==> config.mk <==
export PLATFORM = sky130hd
export DESIGN_NAME = tft43_fill_ctrl
export DESIGN_NICKNAME = d
export VERILOG_FILES = /design/src/rtl/tft43_fill_ctrl_pkg.sv /design/src/rtl/tft43_cmd_issuer.sv /design/src/rtl/tft43_fill_ctrl.sv
export SDC_FILE = /design/constraint.sdc
export NUM_CORES = 1
export LEC_CHECK = 0
export ABC_AREA = 1
export CORE_MARGIN = 5
export CORE_UTILIZATION = 45
export DETAILED_ROUTE_END_ITERATION = 12
export PLACE_DENSITY = 0.68
export SYNTH_ARGS = -nofsm -noshare
export SYNTH_HDL_FRONTEND = slang
export SYNTH_SLANG_ARGS = --single-unit
==> constraint.sdc <==
create_clock -name clk -period 3 [get_ports clk]
set_input_delay 0.6 -clock clk [delete_from_list [all_inputs] [get_ports clk]]
set_output_delay 0.6 -clock clk [all_outputs]
set_load 0.01 [all_outputs]
==> src/rtl/tft43_fill_ctrl_pkg.sv <==
`default_nettype none
// ============================================================================
// Module      : tft43_pkg
// Description : Shared trigger codes, sequencer state encoding and colour
//               type for the TFT43 rectangle-fill sequencer.
// Revision    : 1.0 - initial release
// ============================================================================
package tft43_pkg;

    // Command codes understood by the TFT43 command engine
    localparam logic [3:0] TRG_IDLE  = 4'd0;
    localparam logic [3:0] TRG_RST   = 4'd1;
    localparam logic [3:0] TRG_INIT  = 4'd2;
    localparam logic [3:0] TRG_CASET = 4'd3;
    localparam logic [3:0] TRG_RASET = 4'd4;
    localparam logic [3:0] TRG_GRAM  = 4'd5;
    localparam logic [3:0] TRG_DISP  = 4'd6;
    localparam logic [3:0] TRG_DATA  = 4'd7;

    // RGB565 pixel colour
    typedef logic [15:0] rgb565_t;

    // Sequencer states: power-up chain, idle, then the per-fill chain
    typedef enum logic [3:0] {
        S_PWR_WAIT = 4'd0,
        S_RST      = 4'd1,
        S_INIT     = 4'd2,
        S_DISP     = 4'd3,
        S_IDLE     = 4'd4,
        S_CASET    = 4'd5,
        S_RASET    = 4'd6,
        S_GRAM     = 4'd7,
        S_PIX      = 4'd8,
        S_FIN      = 4'd9
    } state_t;

    // A rectangle is legal when ordered and entirely inside the panel
    function automatic logic rect_legal(
        input logic [15:0] x0,
        input logic [15:0] y0,
        input logic [15:0] x1,
        input logic [15:0] y1,
        input logic [15:0] x_lim,
        input logic [15:0] y_lim
    );
        return (x0 <= x1) && (y0 <= y1) && (x1 < x_lim) && (y1 < y_lim);
    endfunction

endpackage : tft43_pkg
`default_nettype wire

==> src/rtl/tft43_cmd_issuer.sv <==
`default_nettype none
// ============================================================================
// Module      : tft43_cmd_issuer
// Description : Owns the lcd_en / lcd_done handshake to the TFT43 command
//               engine. A command is latched when the port is idle, held
//               stable until lcd_done, then lcd_en drops for one cycle so the
//               engine re-arms before the next command is presented.
// Revision    : 1.0 - initial release
// ============================================================================
module tft43_cmd_issuer
    import tft43_pkg::*;
(
    input  logic        clk,
    input  logic        rst_n,
    // sequencer side
    input  logic        cmd_valid,
    input  logic [3:0]  cmd_trigger,
    input  logic [15:0] cmd_d1,
    input  logic [15:0] cmd_d2,
    output logic        cmd_ack,
    // engine side
    output logic        lcd_en,
    output logic [3:0]  lcd_trigger,
    output logic [15:0] lcd_data1,
    output logic [15:0] lcd_data2,
    input  logic        lcd_done
);

    logic        en_q,   en_d;
    logic [3:0]  trg_q,  trg_d;
    logic [15:0] d1_q,   d1_d;
    logic [15:0] d2_q,   d2_d;

    // Next-state: load only while lcd_en is low, so operands never move
    // during an active command. The cycle after done is always a low cycle
    // because en_q is high on the done edge and cannot reload there.
    always_comb begin
        en_d    = en_q;
        trg_d   = trg_q;
        d1_d    = d1_q;
        d2_d    = d2_q;
        cmd_ack = 1'b0;
        if (en_q) begin
            if (lcd_done) begin
                en_d    = 1'b0;
                cmd_ack = 1'b1;
            end
        end else if (cmd_valid) begin
            en_d  = 1'b1;
            trg_d = cmd_trigger;
            d1_d  = cmd_d1;
            d2_d  = cmd_d2;
        end
    end

    // Handshake registers; reset drops lcd_en on the same edge
    always_ff @(posedge clk) begin
        if (!rst_n) begin
            en_q  <= 1'b0;
            trg_q <= TRG_IDLE;
            d1_q  <= 16'd0;
            d2_q  <= 16'd0;
        end else begin
            en_q  <= en_d;
            trg_q <= trg_d;
            d1_q  <= d1_d;
            d2_q  <= d2_d;
        end
    end

    assign lcd_en      = en_q;
    assign lcd_trigger = trg_q;
    assign lcd_data1   = d1_q;
    assign lcd_data2   = d2_q;

endmodule : tft43_cmd_issuer
`default_nettype wire

==> src/rtl/tft43_fill_ctrl.sv <==
`default_nettype none
// ============================================================================
// Module      : tft43_fill_ctrl
// Description : Sequencer above the TFT43 command engine. Runs LCD power-up
//               (reset, init, display on), then serves rectangle fills as
//               CASET, RASET, GRAM start and one data write per pixel.
//               Out-of-range or unordered rectangles are rejected in idle.
// Revision    : 1.0 - initial release
// ============================================================================
module tft43_fill_ctrl
    import tft43_pkg::*;
#(
    parameter int H_RES     = 800,
    parameter int V_RES     = 480,
    parameter int AUTO_INIT = 1
) (
    input  logic        clk,
    input  logic        rst_n,
    input  logic        init_start,
    input  logic        req_valid,
    output logic        req_ready,
    input  logic [15:0] req_x0,
    input  logic [15:0] req_y0,
    input  logic [15:0] req_x1,
    input  logic [15:0] req_y1,
    input  rgb565_t     req_color,
    output logic        init_done,
    output logic        busy,
    output logic        fill_done,
    output logic        req_err,
    output logic        lcd_en,
    output logic [3:0]  lcd_trigger,
    output logic [15:0] lcd_data1,
    output logic [15:0] lcd_data2,
    input  logic        lcd_done
);

    localparam logic [15:0] X_LIM = 16'(H_RES);
    localparam logic [15:0] Y_LIM = 16'(V_RES);

    state_t      state_q, state_d;
    logic [15:0] x0_q, x0_d;
    logic [15:0] y0_q, y0_d;
    logic [15:0] x1_q, x1_d;
    logic [15:0] y1_q, y1_d;
    rgb565_t     color_q, color_d;
    logic [15:0] cx_q, cx_d;
    logic [15:0] cy_q, cy_d;
    logic        init_done_q, init_done_d;

    logic        cmd_valid;
    logic [3:0]  cmd_trigger;
    logic [15:0] cmd_d1;
    logic [15:0] cmd_d2;
    logic        cmd_ack;
    logic        req_legal;

    assign req_legal = rect_legal(req_x0, req_y0, req_x1, req_y1, X_LIM, Y_LIM);

    // Sequencing, command selection and the column/row walk
    always_comb begin
        state_d     = state_q;
        x0_d        = x0_q;
        y0_d        = y0_q;
        x1_d        = x1_q;
        y1_d        = y1_q;
        color_d     = color_q;
        cx_d        = cx_q;
        cy_d        = cy_q;
        init_done_d = init_done_q;
        cmd_valid   = 1'b0;
        cmd_trigger = TRG_IDLE;
        cmd_d1      = 16'd0;
        cmd_d2      = 16'd0;
        req_ready   = 1'b0;
        req_err     = 1'b0;
        fill_done   = 1'b0;
        busy        = 1'b1;

        case (state_q)
            S_PWR_WAIT: begin
                busy = 1'b0;
                if ((AUTO_INIT != 0) || init_start) begin
                    state_d = S_RST;
                end
            end
            S_RST: begin
                cmd_valid   = 1'b1;
                cmd_trigger = TRG_RST;
                if (cmd_ack) state_d = S_INIT;
            end
            S_INIT: begin
                cmd_valid   = 1'b1;
                cmd_trigger = TRG_INIT;
                if (cmd_ack) state_d = S_DISP;
            end
            S_DISP: begin
                cmd_valid   = 1'b1;
                cmd_trigger = TRG_DISP;
                cmd_d1      = 16'd1;
                if (cmd_ack) begin
                    state_d     = S_IDLE;
                    init_done_d = 1'b1;
                end
            end
            S_IDLE: begin
                busy      = 1'b0;
                req_ready = 1'b1;
                if (req_valid) begin
                    if (!req_legal) begin
                        // Rejected in place: nothing reaches the engine
                        req_err = 1'b1;
                    end else begin
                        x0_d    = req_x0;
                        y0_d    = req_y0;
                        x1_d    = req_x1;
                        y1_d    = req_y1;
                        color_d = req_color;
                        cx_d    = req_x0;
                        cy_d    = req_y0;
                        state_d = S_CASET;
                    end
                end
            end
            S_CASET: begin
                cmd_valid   = 1'b1;
                cmd_trigger = TRG_CASET;
                cmd_d1      = x0_q;
                cmd_d2      = x1_q;
                if (cmd_ack) state_d = S_RASET;
            end
            S_RASET: begin
                cmd_valid   = 1'b1;
                cmd_trigger = TRG_RASET;
                cmd_d1      = y0_q;
                cmd_d2      = y1_q;
                if (cmd_ack) state_d = S_GRAM;
            end
            S_GRAM: begin
                cmd_valid   = 1'b1;
                cmd_trigger = TRG_GRAM;
                cmd_d1      = 16'd1;
                if (cmd_ack) state_d = S_PIX;
            end
            S_PIX: begin
                cmd_valid   = 1'b1;
                cmd_trigger = TRG_DATA;
                cmd_d1      = color_q;
                if (cmd_ack) begin
                    if (cx_q == x1_q) begin
                        if (cy_q == y1_q) begin
                            state_d = S_FIN;
                        end else begin
                            cx_d = x0_q;
                            cy_d = cy_q + 16'd1;
                        end
                    end else begin
                        cx_d = cx_q + 16'd1;
                    end
                end
            end
            S_FIN: begin
                fill_done = 1'b1;
                state_d   = S_IDLE;
            end
            default: begin
                state_d = S_PWR_WAIT;
            end
        endcase
    end

    // Sequencer state, captured rectangle and walk counters
    always_ff @(posedge clk) begin
        if (!rst_n) begin
            state_q     <= S_PWR_WAIT;
            x0_q        <= 16'd0;
            y0_q        <= 16'd0;
            x1_q        <= 16'd0;
            y1_q        <= 16'd0;
            color_q     <= '0;
            cx_q        <= 16'd0;
            cy_q        <= 16'd0;
            init_done_q <= 1'b0;
        end else begin
            state_q     <= state_d;
            x0_q        <= x0_d;
            y0_q        <= y0_d;
            x1_q        <= x1_d;
            y1_q        <= y1_d;
            color_q     <= color_d;
            cx_q        <= cx_d;
            cy_q        <= cy_d;
            init_done_q <= init_done_d;
        end
    end

    assign init_done = init_done_q;

    tft43_cmd_issuer u_issuer (
        .clk         (clk),
        .rst_n       (rst_n),
        .cmd_valid   (cmd_valid),
        .cmd_trigger (cmd_trigger),
        .cmd_d1      (cmd_d1),
        .cmd_d2      (cmd_d2),
        .cmd_ack     (cmd_ack),
        .lcd_en      (lcd_en),
        .lcd_trigger (lcd_trigger),
        .lcd_data1   (lcd_data1),
        .lcd_data2   (lcd_data2),
        .lcd_done    (lcd_done)
    );

endmodule : tft43_fill_ctrl
`default_nettype wire

==> results.tsv, run 1 <==
stage	metric	value	unit
status	status	finished, final reports clean	
routing	iteration count of the initial detailed-routing pass	8	
sta	# setup viols final	0	
worst_setup_path	Reg2Reg Capture Point	u_issuer.lcd_data2[0]	
routing	vias	10000	
worst_hold_path	Hold Path Sink	init_done	
worst_hold_path	Hold Path Depth	1	
global_route	wire length of the first global-routing pass	47000	um
worst_setup_path	Worst EP required	2.40	ns
layout	Final Non-Filler Cells	1931	
layout	Syn-to-layout area delta	33.1	%
clock_network	Worst-path clk slew	0.06	ns
layout	post-layout util	0.609	
worst_setup_path	WP buf/inv	3	
sta	Worst-Margin Slew	1.01	ns
worst_setup_path	R2R Path Start	state_q[0]	
floorplanning	chip width	153	um
placed_design	Placed Cells incl. Taps	1894	
sta	Final Hold Fails	0	
clock_network	TritonCTS clock tree	yes	
placed_design	Placed Area	11300	um^2
routing	Post-DRT Antenna Nets	0	
floorplanning	IO Pins	127	
global_route	vias in the first global route	9125	
layout	# fillers	1926	
worst_setup_path	Slowest cell on crit path	clkdlybuf4s50_1	
worst_hold_path	HP Start	init_done	
sta	period utilisation layout	0.979	
worst_setup_path	startpoint types	primary input	
clock_network	Num CTS Buffers	17	
layout	Multi-input gate area	5460	um^2
sta	Final Max Tran Viols	0	
logic_synthesis	Synth Net Count	1610	
floorplanning	Core Region	20200	um^2
floorplanning	Rows	52	
pwr	Pwr Density	710	nW/um^2
placed_design	Port-buffer cells	124	
worst_setup_path	CP arrival	2.34	ns
clock_network	CTS Root Cell	clkbuf_16	
sta	Fin Setup TNS	0	ns
layout	register area	3060	um^2
worst_hold_path	Hold Crit Class	reg -> reg	
worst_setup_path	crit path max fanout	2	
worst_setup_path	Worst R2R Setup Slack	0.50	ns
routing	drc violations	0	
clock_network	Clk Latency, worst-skew pair	0.43	ns
layout	final net count	1766	
global_route	GR Overflow Total	0	
pwr	LEAKAGE	5.73	nW
clock_network	CTS Buffer Depth	2	
worst_setup_path	Top delay family on crit path	simple AND/OR/NAND/NOR gates	
global_route	initial antenna violation count	2	
logic_synthesis	Syn Area/Cell	6.21	um^2
sta	skew final	0.00747	ns
logic_synthesis	Synth cell types	38	
logic_synthesis	Yosys Warn Count	0	
worst_setup_path	crit-path cells	clkdlybuf4s50_1, inv_2, ha_4, nand4_1, nor2_2, nand2_1, nand2_1, nand2_2, nand3_4, nand2_2, nor2_1, buf_2	
clock_network	CTS H-tree depth	4	
logic_synthesis	sequential share of the synthesized area	0.331	
job	MaxCap Viol Count	0	
routing	final WL	30100	um
sta	Fmax achieved	340	MHz
layout	final instance area	12300	um^2
worst_setup_path	Crit. End Element	output port	
placed_design	DP HPWL	21900	um
global_route	GRT Resource Usage Total	0.245	
routing	First DRT Iteration DRCs	847	
clock_network	clk sinks	153	
worst_setup_path	R2R depth	9	
worst_setup_path	crit path kind	in -> out	
routing	Routed WL per cell	15.6	um
logic_synthesis	post-synthesis sequential element count	153	
sta	post-layout min period	2.94	ns
pwr	VDD IR max	0.443	mV
layout	layout cells sized above 1	0.134	
floorplanning	Initial Utilization	0.458	
clock_network	Post-CTS Hold Fix Bufs	0	
global_route	largest net degree at the start of global routing	109	
logic_synthesis	synthesized area	9260	um^2
floorplanning	area of the die	23600	um^2
floorplanning	Die Y	153	um
sta	Slew headroom	0.324	
placed_design	GPL Wtd Cong	0.925	
logic_synthesis	cells after synthesis	1491	
worst_setup_path	CP peak stage delay	0.47	ns
routing	via/cell ratio	5.18	
-- worst max path at each step --
stage,start,to,slack (ns),cells past startpoint
2_1_floorplan,req_x1[15],req_err,0.29,11
3_3_place_gp,req_x1[15],req_err,-0.47,12
3_5_place_dp,req_x1[15],req_err,-0.48,12
4_1_cts,req_y1[5],req_err,0.001,14
5_1_grt,req_y1[11],req_err,-0.05,12
6_report,req_y1[12],req_err,0.06,12
-- registers in the layout (all words and copies together), names as in the netlist --
register	cells
cx_q	16
u_issuer.lcd_data2	16
y0_q	16
u_issuer.lcd_en	1
init_done	1
u_issuer.lcd_data1	16
x1_q	16
u_issuer.lcd_trigger	3
cy_q	16
color_q	16
y1_q	16
state_q	4
x0_q	16
-- where the power goes --
| group | leakage (nW) | internal (mW) | total [mW] | switching (mW) |
|---|---|---|---|---|
| Clock | 0.286 | 1.34 | 2.24 | 0.900 |
| Combinational | 4.20 | 1.37 | 3.79 | 2.41 |
| Sequential | 1.24 | 2.35 | 2.73 | 0.375 |
| Total | 5.73 | 5.06 | 8.75 | 3.69 |
-- cell families after synthesis --
logic type | Yosys count | share of synthesized area
xor gates and xnor gates | 23 | 0.0217
other | 1 | 0.000405
adders and majority gates | 34 | 0.0459
buffers and inverters | 260 | 0.117
AOI/OAI and AO/OA | 139 | 0.0818
DFF | 153 | 0.331
and+or+nand+nor | 881 | 0.402
-- cells in the mapped netlist, drive strengths merged --
library cell | count | area [um^2]
nand3 | 64 | 325
a41oi | 1 | 8.76
o22ai | 14 | 87.6
nor4 | 2 | 18.8
nor2 | 279 | 1070
o21a | 2 | 15.0
conb | 1 | 3.75
a21oi | 56 | 288
clkbuf | 31 | 116
a21o | 1 | 7.51
dfxtp | 153 | 3060
nand4 | 80 | 500
or2 | 2 | 12.5
and2 | 1 | 6.26
inv | 181 | 679
xor2 | 23 | 201
o211ai | 6 | 45.0
nand2 | 423 | 1620
ha | 34 | 425
nand3b | 6 | 45.0
nor3 | 24 | 131
a22oi | 1 | 7.51
o21ai | 51 | 255
buf | 47 | 288
a31oi | 7 | 43.8
clkinv | 1 | 3.75
-- per-layer routing --
metal,up-vias,wire length [um],GRT usage
met5,-,13,0
met4,2,964,0.0950
met3,54,2620,0.0523
met2,391,13200,0.379
met1,4520,13200,0.336
li1,5035,-,-
-- placed cells by master (no fill, tap or decap), types with 23 or more instances in the layout --
cell type,instances
xor2_1,23
inv_1,142
inv_2,39
o21ai_0,50
clkdlybuf4s50_1,83
nand4_1,80
nor2_1,270
buf_4,79
nand3_1,63
dfxtp_1,153
a21oi_1,51
nand2_1,408
dlymetal6s2s_1,37
-- timing repair --
action / 4_1_cts / 5_1_grt
pin swaps: 7 / 23
gates resized for setup: 16 / 92
setup buffers: 3 / 1
hold endpoints to repair: 0 / 0
endpoints found under the setup margin: 1 / 1
-- metrics by stage --
| step | setup WS [ns] | hold WS, ns | power, mW |
|---|---|---|---|
| final | 0.0628 | 0.462 | 8.75 |
| after global routing | -0.0494 | 0.479 | 9.38 |
| after CTS | 0.00125 | 0.466 | 8.70 |
| after detailed placement | -0.475 | 0.453 | 6.44 |
| after global placement | -0.468 | 0.448 | 6.38 |
| after floorplan | 0.289 | 0.440 | 5.33 |
-- layout make-up --
class                   instances  area share
inverters                     182      0.0554
repair buffers                215       0.176
clock buffers                  19      0.0359
diodes                          1    0.000203
multi-input cells            1078       0.443
well taps                     270      0.0274
clock inverters                13      0.0137
flip-flops and latches        153       0.249
-- worst reg2reg max path, cell delays in order, from the launching register on --
cell      delay [ns]
dfxtp_1         0.41
inv_2           0.07
nor2_1          0.18
inv_1           0.08
nor2_2          0.08
buf_4           0.24
clkinv_1        0.56
o22ai_1         0.53
o21ai_0         0.18
nor2_1          0.12
Note: power is estimated with default switching activity, not from simulation.
==> inputs of run 2 (changes only) <==
Clock period 3 ns to 3.3 ns, I/O delays scaled along.
==> run 2 against run 1 <==
Net effect:
- utilization decreased by 2.9 points
- register-to-register slack improved by 0.07 ns
- clock skew is 0.0021 ns higher
- via count down 1.2%
- sequential power shrank 9.5%
- total power down 11%
- routed wire length fell by 3.6%
- global-route usage about the same
- first-iteration DRC count grew 2.1%
- non-clock buffer count decreased by 9
- sequential cell count unchanged
- critical path type unchanged
- largest cell class unchanged
- largest power group unchanged
==> results.tsv, run 2 (synthesis gave the netlist of run 1 again) <==
stage	metric	value	unit
status	status	finished, final reports clean	
routing	iteration count of the initial detailed-routing pass	5	
sta	Slew headroom	0.296	
pwr	clock network fraction of design power	0.258	
global_route	GRT Resource Usage Total	0.245	
clock_network	clk sinks	153	
layout	final net count	1757	
clock_network	CTS Buffer Depth	2	
clock_network	TritonCTS clock tree	yes	
clock_network	Clk Latency, worst-skew pair	0.43	ns
layout	commonest non-fill, non-tap cell in the layout	nand2_1	
global_route	largest net degree at the start of global routing	68	
worst_setup_path	CP arrival	2.52	ns
placed_design	Port-buffer cells	124	
placed_design	DP HPWL	21700	um
layout	layout cells sized above 1	0.0939	
routing	Routed WL per cell	15.1	um
pwr	internal power contribution	4.49	mW
routing	Post-DRT Antenna Nets	0	
worst_setup_path	crit path kind	in -> out	
clock_network	Worst-path clk slew	0.07	ns
pwr	VDD IR max	0.415	mV
layout	Syn-to-layout area delta	26.8	%
pwr	Final Total Pwr	7.82	mW
routing	drc violations	0	
sta	RSZ-0062 raised after global routing	false	
global_route	initial antenna violation count	0	
global_route	GR Overflow Total	0	
layout	# fillers	2006	
sta	skew final	0.00954	ns
clock_network	Post-CTS Hold Fix Bufs	0	
worst_setup_path	crit-path cells	clkdlybuf4s50_1, inv_1, ha_1, nand2_1, nor4_2, nand2_1, nand2_1, nand2_2, nand3_4, nand2_2, nor2_1, clkbuf_2	
routing	vias	9880	
pwr	sequential share of power	0.316	
layout	Final Non-Filler Cells	1921	
sta	post-layout min period	3.18	ns
floorplanning	IO Pins	127	
layout	Antenna Cells	0	
pwr	Comb power frac	0.427	
routing	First DRT Iteration DRCs	865	
floorplanning	chip width	153	um
clock_network	Num CTS Buffers	17	
worst_hold_path	Hold Crit Class	reg -> reg	
job	MaxCap Viol Count	0	
sta	period utilisation layout	0.964	
pwr	LEAKAGE	5.35	nW
placed_design	Placed Area	11100	um^2
layout	most frequent cells in the layout	nand2_1 (415), nor2_1 (273), inv_1 (166), dfxtp_1 (153), clkdlybuf4s50_1 (122)	
floorplanning	area of the die	23600	um^2
sta	Final Max Tran Viols	0	
worst_setup_path	Top delay family on crit path	simple AND/OR/NAND/NOR gates	
worst_setup_path	Worst EP required	2.64	ns
worst_setup_path	Slowest cell on crit path	clkdlybuf4s50_1	
pwr	Switching Share	0.426	
worst_setup_path	crit path max fanout	2	
placed_design	GPL Wtd Cong	0.956	
floorplanning	Initial Utilization	0.458	
pwr	Pwr Density	666	nW/um^2
routing	via/cell ratio	5.14	
global_route	wire length of the first global-routing pass	46900	um
pwr	P_sw	3.34	mW
sta	# setup viols final	0	
sta	Fmax achieved	314	MHz
layout	final instance area	11700	um^2
clock_network	CTS H-tree depth	4	
sta	Worst-Margin Slew	1.05	ns
clock_network	CTS Root Cell	clkbuf_16	
worst_setup_path	CP most frequent cell	nand2_1	
routing	final WL	29000	um
floorplanning	Die Y	153	um
placed_design	Placed Cells incl. Taps	1888	
global_route	vias in the first global route	9150	
worst_setup_path	WP buf/inv	3	
worst_setup_path	startpoint types	primary input	
worst_setup_path	CP peak stage delay	0.47	ns
floorplanning	Rows	52	
sta	Final Hold Fails	0	
floorplanning	Core Region	20200	um^2
worst_setup_path	Crit. End Element	output port	
==> run 2: cell count changes in the layout (fill, tap and decap cells not counted), moves of 8 or more <==
cell,change
ha_4,-21
inv_1,+24
ha_1,+22
dlymetal6s2s_1,-37
clkdlybuf4s50_1,+39
buf_12,-8
inv_2,-24
==> run 2: through the flow <==
step	util	hold WS (ns)	TNS, ns	setup slack, ns
floorplan	-	0.440	0	0.469
global placement	0.550	0.451	-1.48	-0.334
detailed placement	0.550	0.458	-1.64	-0.334
CTS	0.580	0.469	0	0.0142
global route	0.580	0.481	0	0.00414
finish	0.580	0.466	0	0.117
==> run 2: per-layer routing <==
metal	track usage	part of all wire	wire, um
met1	0.342	0.45	13000
met2	0.370	0.43	12500
met3	0.0532	0.085	2460
met4	0.0950	0.034	983
met5	0	0	0
==> run 2: tightest hold or removal path, cell delays in order (launching register included) <==
cell and delay [ns]:
dfxtp_1 0.31, nand2_1 0.06, a21oi_1 0.05
==> run 2: final timing paths <==
kind                                         endpoint                  start  depth (start not counted)  slack (ns)
worst max-delay path                          req_err              req_x1[9]                         12        0.12
worst min-delay path            u_issuer.lcd_data1[4]  u_issuer.lcd_data1[4]                          2        0.47
worst max register to register  u_issuer.lcd_data2[1]             state_q[1]                          9        0.57
worst min register to register  u_issuer.lcd_data1[4]  u_issuer.lcd_data1[4]                          2        0.47
==> run 2: timing repair <==
item | in CTS | in global routing
setup endpoints to repair | 1 | 1
buffers inserted | 2 | 0
pin swaps | 3 | 0
resized for setup | 4 | 3
==> run 2: power groups by stage <==
| stage | Sequential (mW) | Combinational [mW] | Clock, mW |
|---|---|---|---|
| finish | 2.47 | 3.34 | 2.02 |
| global route | 2.51 | 3.78 | 2.12 |
| CTS | 2.46 | 3.33 | 2.04 |
| detailed placement | 2.50 | 3.30 | 0 |
| global placement | 2.50 | 3.26 | 0 |
| floorplan | 2.44 | 2.41 | 0 |
==> run 2: area by class of cell <==
class / count / area, um^2 / area share
clock inverter: 14 / 160 / 0.0136
clock buffer: 18 / 439 / 0.0374
timing repair buffer: 206 / 1910 / 0.163
sequential: 153 / 3060 / 0.261
inverter: 182 / 683 / 0.0582
multi-input combinational: 1078 / 5150 / 0.438
tap: 270 / 338 / 0.0288
==> inputs of run 3 (changes only) <==
Settings changed: GPL_ROUTABILITY_DRIVEN set to 0.
==> run 3 against run 2 <==
Net effect:
- combinational power about the same
- clock skew decreased by 0.0025 ns
- global-route usage decreased by 0.52 points
- count of clock-buffer cells in the layout decreased by 1
- sequential cell count unchanged
- critical path depth decreased by 1
- routed wire length decreased by 1.3%
- cell count decreased by 0.16%
- first-iteration DRC count increased by 5.7%
- register-to-register slack improved by 0.22 ns
- non-clock buffer count decreased by 3
- critical path type unchanged
- highest routed layer unchanged
==> results.tsv, run 3 (synthesis gave the netlist of run 1 again) <==
stage	metric	value	unit
clock_network	Post-CTS Hold Fix Bufs	0	
layout	layout cells sized above 1	0.0922	
clock_network	CTS Root Cell	clkbuf_16	
routing	met2 wire len	12800	um
floorplanning	area of the die	23600	um^2
routing	met1 WL	12900	um
global_route	wire length of the first global-routing pass	46200	um
job	MaxCap Viol Count	0	
global_route	initial antenna violation count	0	
sta	period utilisation layout	0.957	
sta	skew final	0.00705	ns
pwr	sequential share of power	0.311	
global_route	GR Overflow Total	0	
floorplanning	Initial Utilization	0.458	
floorplanning	Rows	52	
routing	met3 wire len	2410	um
layout	# fillers	1987	
layout	Final Non-Filler Cells	1918	
worst_setup_path	CP arrival	2.50	ns
sta	post-layout min period	3.16	ns
routing	vias	9888	
routing	highest metal used	met4	
routing	iteration count of the initial detailed-routing pass	6	
clock_network	Setup Fix Bufs, Post-CTS	0	
sta	Worst-Margin Slew	1.06	ns
layout	final net count	1754	
worst_setup_path	crit path max fanout	2	
clock_network	Clk Latency, worst-skew pair	0.44	ns
layout	commonest non-fill, non-tap cell in the layout	nand2_1	
routing	via/cell ratio	5.16	
worst_hold_path	Hold Crit Class	reg -> reg	
placed_design	Port-buffer cells	124	
placed_design	Placed Area	11100	um^2
clock_network	clk sinks	153	
floorplanning	Die Y	153	um
pwr	VDD IR max	0.408	mV
sta	RSZ-0062 raised after global routing	false	
worst_setup_path	startpoint types	primary input	
status	status	finished, final reports clean	
layout	most frequent cells in the layout	nand2_1 (415), nor2_1 (272), inv_1 (167), dfxtp_1 (153), clkdlybuf4s50_1 (122)	
pwr	LEAKAGE	5.34	nW
pwr	Pwr Density	675	nW/um^2
sta	# setup viols final	0	
routing	Routed WL per cell	14.9	um
pwr	Switching Share	0.418	
worst_setup_path	Crit. End Element	output port	
clock_network	Worst-path clk slew	0.07	ns
clock_network	TritonCTS clock tree	yes	
placed_design	Placed Cells incl. Taps	1887	
global_route	vias in the first global route	8943	
routing	First DRT Iteration DRCs	914	
clock_network	CTS H-tree depth	4	
sta	Final Max Tran Viols	0	
pwr	internal power contribution	4.62	mW
routing	Post-DRT Antenna Nets	0	
sta	Fmax achieved	317	MHz
layout	Syn-to-layout area delta	27.0	%
routing	drc violations	0	
pwr	P_sw	3.32	mW
clock_network	CTS Buffer Depth	2	
sta	Slew headroom	0.295	
floorplanning	IO Pins	127	
sta	Final Hold Fails	0	
worst_setup_path	crit path kind	in -> out	
pwr	Final Total Pwr	7.95	mW
global_route	GRT Resource Usage Total	0.240	
placed_design	DP HPWL	21300	um
pwr	clock network fraction of design power	0.269	
global_route	largest net degree at the start of global routing	103	
layout	Antenna Cells	0	
floorplanning	chip width	153	um
routing	final WL	28600	um
layout	final instance area	11800	um^2
worst_setup_path	Worst EP required	2.64	ns
clock_network	Num CTS Buffers	17	
pwr	Comb power frac	0.420	
floorplanning	Core Region	20200	um^2
-- run 3: per-stage QoR --
step / TNS [ns] / setup slack (ns) / hold WS, ns / util
floorplan: 0 / 0.469 / 0.440 / -
global placement: -1.12 / -0.329 / 0.450 / 0.550
detailed placement: -1.11 / -0.328 / 0.456 / 0.550
CTS: 0 / 0.0164 / 0.467 / 0.581
global route: 0 / 0.00286 / 0.488 / 0.582
finish: 0 / 0.141 / 0.464 / 0.582
-- run 3: path summary, 6_finish.rpt --
check	from	to	slack [ns]	cells after the start
worst max-delay path	req_x1[9]	req_err	0.14	11
worst min-delay path	u_issuer.lcd_data1[1]	u_issuer.lcd_data1[1]	0.46	2
worst max register to register	state_q[0]	u_issuer.lcd_data2[0]	0.79	9
worst min register to register	u_issuer.lcd_data1[1]	u_issuer.lcd_data1[1]	0.46	2
-- run 3: final cells by class --
cell class / instances / area (um^2) / share of cell area
multi-input combinational: 1078 / 5160 / 0.438
tap: 270 / 338 / 0.0287
sequential: 153 / 3060 / 0.260
clock inverter: 15 / 211 / 0.0180
clock buffer: 17 / 425 / 0.0361
timing repair buffer: 203 / 1890 / 0.161
inverter: 182 / 683 / 0.0580
-- run 3: worst max-delay path, stage by stage --
cell and delay [ns]:
clkdlybuf4s50_1 0.47, inv_1 0.07, ha_1 0.29, nand2_1 0.09
nor4_4 0.29, nand3_1 0.12, nand2_2 0.11, nand3_4 0.11
nand2_2 0.09, nor2_1 0.04, buf_2 0.15
-- run 3: timing repair --
action                                  4_1_cts  5_1_grt
pin swaps                                     2        1
endpoints found under the setup margin        1        1
resized for setup                             4        5
gates cloned                                  0        0
-- run 3: per-layer routing --
metal  up-vias  track usage
met5         -            0
met4         0       0.0664
met3        37       0.0452
met2       378        0.379
met1      4455        0.335
li1       5018            -
-- run 3: power groups by stage --
stage          sequential, mW  combinational [mW]  clock [mW]
6_report                 2.47                3.34        2.13
5_1_grt                  2.51                3.79        2.24
4_1_cts                  2.47                3.33        2.15
3_5_place_dp             2.50                3.31           0
3_3_place_gp             2.50                3.26           0
2_1_floorplan            2.44                2.41           0
